### src/rtl/ps2_mouse_tracker.sv
// ---------------------------------------------------------------------------
// ps2_mouse_tracker
//
// Turns the PS/2 mouse byte stream into an absolute, clamped pointer position
// plus button states. Bytes are grouped into standard 3-byte packets. Each
// delta is sign-extended, Y is inverted so that 0 is the top of the screen,
// and the result is clamped to the visible area. If a packet stalls halfway,
// the partial packet is dropped and the tracker looks for a new header.
//
// Ports:
//   clk              system clock (100 MHz)
//   rst              asynchronous, active-high reset
//   stream_enable    mouse has acknowledged enable-reporting; bytes count only while high
//   rx_valid         one-cycle strobe per received byte
//   rx_byte          received byte, valid with rx_valid
//   mouseX           absolute X, 0..MAX_X
//   mouseY           absolute Y, 0..MAX_Y (0 = top)
//   mouseLeftButton  left button state
//   mouseRightButton right button state
//   packet_valid     one-cycle pulse when a packet has been applied
//   sync_error       one-cycle pulse on a rejected header byte or a timeout abort
// ---------------------------------------------------------------------------
module ps2_mouse_tracker #(
  parameter int MAX_X          = 639,
  parameter int MAX_Y          = 479,
  parameter int INIT_X         = 320,
  parameter int INIT_Y         = 240,
  parameter int TIMEOUT_CYCLES = 200000
) (
  input  logic       clk,
  input  logic       rst,
  input  logic       stream_enable,
  input  logic       rx_valid,
  input  logic [7:0] rx_byte,
  output logic [9:0] mouseX,
  output logic [9:0] mouseY,
  output logic       mouseLeftButton,
  output logic       mouseRightButton,
  output logic       packet_valid,
  output logic       sync_error
);

  localparam int CW = $clog2(TIMEOUT_CYCLES + 1);
  localparam logic signed [11:0] X_LIM = 12'(MAX_X);
  localparam logic signed [11:0] Y_LIM = 12'(MAX_Y);

  typedef enum logic [1:0] {WAIT_B0, WAIT_B1, WAIT_B2} state_t;

  // Only the header bits that are used later are kept. Bit 3 is always 1
  // once a header has been accepted. Bit 2 is the middle button, which no
  // consumer uses.
  typedef struct packed {
    logic y_ovf;
    logic x_ovf;
    logic y_sign;
    logic x_sign;
    logic right;
    logic left;
  } hdr_t;

  state_t            state_q, state_d, cur_state;
  logic [CW-1:0]     cnt_q, cnt_d;
  hdr_t              hdr_q, hdr_d;
  logic [7:0]        dx_byte_q, dx_byte_d;
  logic [9:0]        x_q, x_d, y_q, y_d;
  logic              left_q, left_d, right_q, right_d;
  logic              pv_q, pv_d, se_q, se_d;
  logic              timeout, accept;
  logic signed [11:0] dx_s, dy_s, x_sum, y_sum;
  logic              unused_middle_button;

  assign unused_middle_button = rx_byte[2];

  // The counter stays at 0 in WAIT_B0, so it can only expire mid-packet.
  assign timeout = (state_q != WAIT_B0) && (cnt_q >= CW'(TIMEOUT_CYCLES));

  // The Y delta comes straight from the third byte, so the packet is applied
  // in the same cycle as that byte's strobe.
  always_comb begin
    dx_s  = hdr_q.x_ovf ? '0 : {{4{hdr_q.x_sign}}, dx_byte_q};
    dy_s  = hdr_q.y_ovf ? '0 : {{4{hdr_q.y_sign}}, rx_byte};
    x_sum = $signed({2'b00, x_q}) + dx_s;
    y_sum = $signed({2'b00, y_q}) - dy_s;  // PS/2 +dy means up; screen Y grows downward
  end

  always_comb begin
    // NOTE: every variable gets a default first, so no path through the
    // case/if tree can leave a value unassigned and infer a latch.
    state_d   = state_q;
    cnt_d     = cnt_q;
    hdr_d     = hdr_q;
    dx_byte_d = dx_byte_q;
    x_d       = x_q;
    y_d       = y_q;
    left_d    = left_q;
    right_d   = right_q;
    pv_d      = 1'b0;
    se_d      = 1'b0;
    accept    = 1'b0;
    // A timeout in the same cycle as a byte makes that byte a header candidate.
    cur_state = timeout ? WAIT_B0 : state_q;

    if (!stream_enable) begin
      state_d = WAIT_B0;
    end else begin
      if (timeout) begin
        state_d = WAIT_B0;
        se_d    = 1'b1;
      end
      if (rx_valid) begin
        unique case (cur_state)
          WAIT_B0: begin
            if (rx_byte[3]) begin
              hdr_d   = hdr_t'({rx_byte[7:4], rx_byte[1:0]});
              state_d = WAIT_B1;
              accept  = 1'b1;
            end else begin
              se_d = 1'b1;
            end
          end
          WAIT_B1: begin
            dx_byte_d = rx_byte;
            state_d   = WAIT_B2;
            accept    = 1'b1;
          end
          WAIT_B2: begin
            state_d = WAIT_B0;
            accept  = 1'b1;
            pv_d    = 1'b1;
            left_d  = hdr_q.left;
            right_d = hdr_q.right;
            if (x_sum[11])          x_d = '0;
            else if (x_sum > X_LIM) x_d = 10'(MAX_X);
            else                    x_d = x_sum[9:0];
            if (y_sum[11])          y_d = '0;
            else if (y_sum > Y_LIM) y_d = 10'(MAX_Y);
            else                    y_d = y_sum[9:0];
          end
          default: state_d = WAIT_B0;
        endcase
      end
    end

    cnt_d = (accept || state_d == WAIT_B0) ? '0 : cnt_q + CW'(1);
  end

  // NOTE: sequential state uses non-blocking assignments. Every register then
  // samples its pre-edge value, whatever order the blocks are evaluated in.
  always_ff @(posedge clk or posedge rst) begin
    if (rst) begin
      state_q   <= WAIT_B0;
      cnt_q     <= '0;
      hdr_q     <= '0;
      dx_byte_q <= '0;
      x_q       <= 10'(INIT_X);
      y_q       <= 10'(INIT_Y);
      left_q    <= 1'b0;
      right_q   <= 1'b0;
      pv_q      <= 1'b0;
      se_q      <= 1'b0;
    end else begin
      state_q   <= state_d;
      cnt_q     <= cnt_d;
      hdr_q     <= hdr_d;
      dx_byte_q <= dx_byte_d;
      x_q       <= x_d;
      y_q       <= y_d;
      left_q    <= left_d;
      right_q   <= right_d;
      pv_q      <= pv_d;
      se_q      <= se_d;
    end
  end

  assign mouseX           = x_q;
  assign mouseY           = y_q;
  assign mouseLeftButton  = left_q;
  assign mouseRightButton = right_q;
  assign packet_valid     = pv_q;
  assign sync_error       = se_q;

endmodule

### config.mk
export PLATFORM = sky130hd
export DESIGN_NAME = ps2_mouse_tracker
export DESIGN_NICKNAME = d
export VERILOG_FILES = /design/src/rtl/ps2_mouse_tracker.sv
export SDC_FILE = /design/constraint.sdc
export NUM_CORES = 1
export LEC_CHECK = 0
export ABC_AREA = 1
export CAP_MARGIN = 20
export CORE_ASPECT_RATIO = 1.5
export CORE_UTILIZATION = 42
export DETAILED_ROUTE_END_ITERATION = 7
export DONT_BUFFER_PORTS = 1
export PLACE_DENSITY = 0.59
export SYNTH_ARGS = -nofsm -noshare
export SYNTH_HDL_FRONTEND = slang
export SYNTH_SLANG_ARGS = --single-unit
### constraint.sdc
create_clock -name clk -period 3.03 [get_ports clk]
set_input_delay 0.909 -clock clk [delete_from_list [all_inputs] [get_ports clk]]
set_output_delay 0.909 -clock clk [all_outputs]
set_load 0.005 [all_outputs]
==> qor.yml <==
viasPerCell: 5.05
drtIter0Drc: 160
hold_buffers: 0
fin_util_pct: 48.6
start_kind: "flip-flop"
cts.sinks: 58
cts_tree: "built"
fin_hold_ws_ns: 0.487
ant_nets: 0
finalHoldViolCount: 0
grt_pass1_vias: 3349
p_leak_nw: 2.42
skew_ns: 0.00498
maxSlewViolCount: 0
post_cts_resized: 0
die_h_um: 123
num_vias: 3507
drv_cap: 0
clock.fmax_ghz: 0.392
peakVddDrop_mv: 0.523
synth_edf_count: 0
top_usage_layer: "met2"
rsz0062_at_grt: "no"
worstPathRequired_ns: 3.24
antenna_found_initial: 0
finalSetupViolations: 0
met3_usage_pct: 4.74
drc_errors: 0
most-common-layout-cells: "nand2_1, inv_1, dfrtp_1"
clock-root-buffer: "clkbuf_16"
use_met1_pct: 20.8
cts_buffers: 9
io_buffer_count: 0
post_cts_buffers: 0
postSynthAreaPerCell_um2: 7.22
synthToLayoutAreaGrowth_pct: 10.5
grt_max_degree: 59
hold_class: "flip-flop to flip-flop"
crit_path_start: "hdr_q[4]"
avgRoutedWirePerCell_um: 13.7
synthFlopType: "dfrtp_1"
critPathCaptureType: "flip-flop"
diodes: 0
start_util_pct: 44.0
io_pins: 36
worst_pin_slew_ns: 0.758
fin_crit_sh_pct: 84.2
status: "completed"
first_pass_iters: 6
p_per_area_nw_per_um2: 844
track_usage_pct: 19.6
synth_cells: 570
seq_area_frac_synth_pct: 35.4
die_area_um2: 10200
drive_gt1_share_pct: 11.5
critPathKind: "flip-flop to flip-flop"
crit_path_max_fanout: 9
ys_seq_elements: 58
reg2reg_from: "hdr_q[4]"
grtUsageMet2_pct: 36.1
core_area_um2: 9360
clock_path_buffers: 2
dp.cells: 680
rows: 43
fin_tns_setup_ns: 0
min_from: "dx_byte_q[0]"
layout_commonest_cell: "nand2_1"
stdcell_count: 694
nets: 622
max_slew_margin_pct: 49.5
htree_num_levels: 3
place.gp.congestion: 0.879
wirelength_um: 9500
arrival_ns: 2.76
synth_cell_type_count: 34
async_flop_share_pct: 100
overflow: 0
clk_pin_slew_ns: 0.05
grt_pass1_wl_um: 15700
clock_latency_ns: 0.32
syn-cell-area_um2: 4120
period_minus_slack_ns: 2.55
dp.final_hpwl_um: 7380
syn-num-nets: 613
yosys_warnings: 0
die_w_um: 82.8
flip-flops by register name, summed over array words and instances (netlist names):
name	flops
mouseLeftButton	1
mouseX	10
sync_error	1
cnt_q	18
mouseRightButton	1
state_q	2
hdr_q	6
mouseY	10
dx_byte_q	8
packet_valid	1
synthesized netlist by cell type, types with 5 or more instances:
cell     instances  area share (%)
xor2_1          13             2.8
nand4_1         12             1.8
inv_2            6            0.55
nand2_1        182              17
nor2_2          12             1.8
nand3_1         38             4.6
dfstp_2          6             3.8
a21oi_1         18             2.2
nand2_2          8             1.2
o21ai_1          5            0.61
inv_1           85             7.7
o21ai_0         11             1.3
dfrtp_1         52              32
xnor2_1          8             1.7
nor3_1           5            0.61
ha_1            29             8.8
nor2_1          44             4.0
nand3_2          5             1.2
power breakdown:
part	internal [mW]	switching, mW	leakage (nW)
clock network	0.668	0.345	0.147
registers	0.947	0.150	0.741
logic	0.621	1.11	1.53
layer usage:
layer / wire, um / part of all wire [%] / vias to the layer above
li1: - / - / 1800
met1: 3750 / 39 / 1619
met2: 4960 / 52 / 65
met3: 427 / 4.5 / 23
met4: 364 / 3.8 / 0
met5: 0 / 0 / -
final cells by class:
type                            count  area, um^2
Multi-Input combinational cell    413        2280
Clock inverter                      3        40.0
Fill cell                         962        4810
Tap cell                          112         140
Clock buffer                       11         253
Inverter                           93         349
Sequential cell                    58        1460
Timing Repair Buffer                4        30.0
path summary, 6_finish.rpt:
check	to	slack (ns)	depth (start not counted)
max in group asynchronous	mouseY[8]	1.84	2
max	mouseX[1]	0.48	16
min	dx_byte_q[0]	0.49	2
min in group asynchronous	mouseX[2]	0.68	2
min reg2reg	dx_byte_q[0]	0.49	2
max reg2reg	mouseX[1]	0.48	16
worst max-delay path, stage by stage, from the launching register on:
cell and delay (ns):
dfrtp_1 0.47, nor2_1 0.19, ha_1 0.24, inv_1 0.07, fa_1 0.40, inv_1 0.13
nand3_1 0.08, nand3_1 0.13, nand2_1 0.11, nand2_1 0.07, nand2_1 0.06, nand2_1 0.06
nand2_1 0.06, nand3_2 0.16, nand3_1 0.09, nand2_1 0.07, nand2_1 0.05
cell families (layout without fill, tap and decap cells):
logic type | count (synthesis) | count (layout) | share of synthesized area, %
multiplexers | 1 | 1 | 0.273
adder cells (fa/ha/maj) | 31 | 31 | 9.78
XOR/XNOR | 21 | 21 | 4.47
AO/OA/AOI/OAI | 43 | 43 | 6.29
flip-flops | 58 | 58 | 35.4
buffers and inverters | 99 | 111 | 9.24
AND/OR/NAND/NOR | 317 | 317 | 34.5
metrics by stage:
step           total power [mW]  setup WS (ns)  cell area (um^2)
2_1_floorplan              2.47          0.476              4120
3_3_place_gp               2.82          0.290              4260
3_5_place_dp               2.85          0.224              4260
4_1_cts                    3.88          0.464              4550
5_1_grt                    4.18          0.255              4550
6_report                   3.84          0.479              4550
Power figures use the tool's default switching activity.
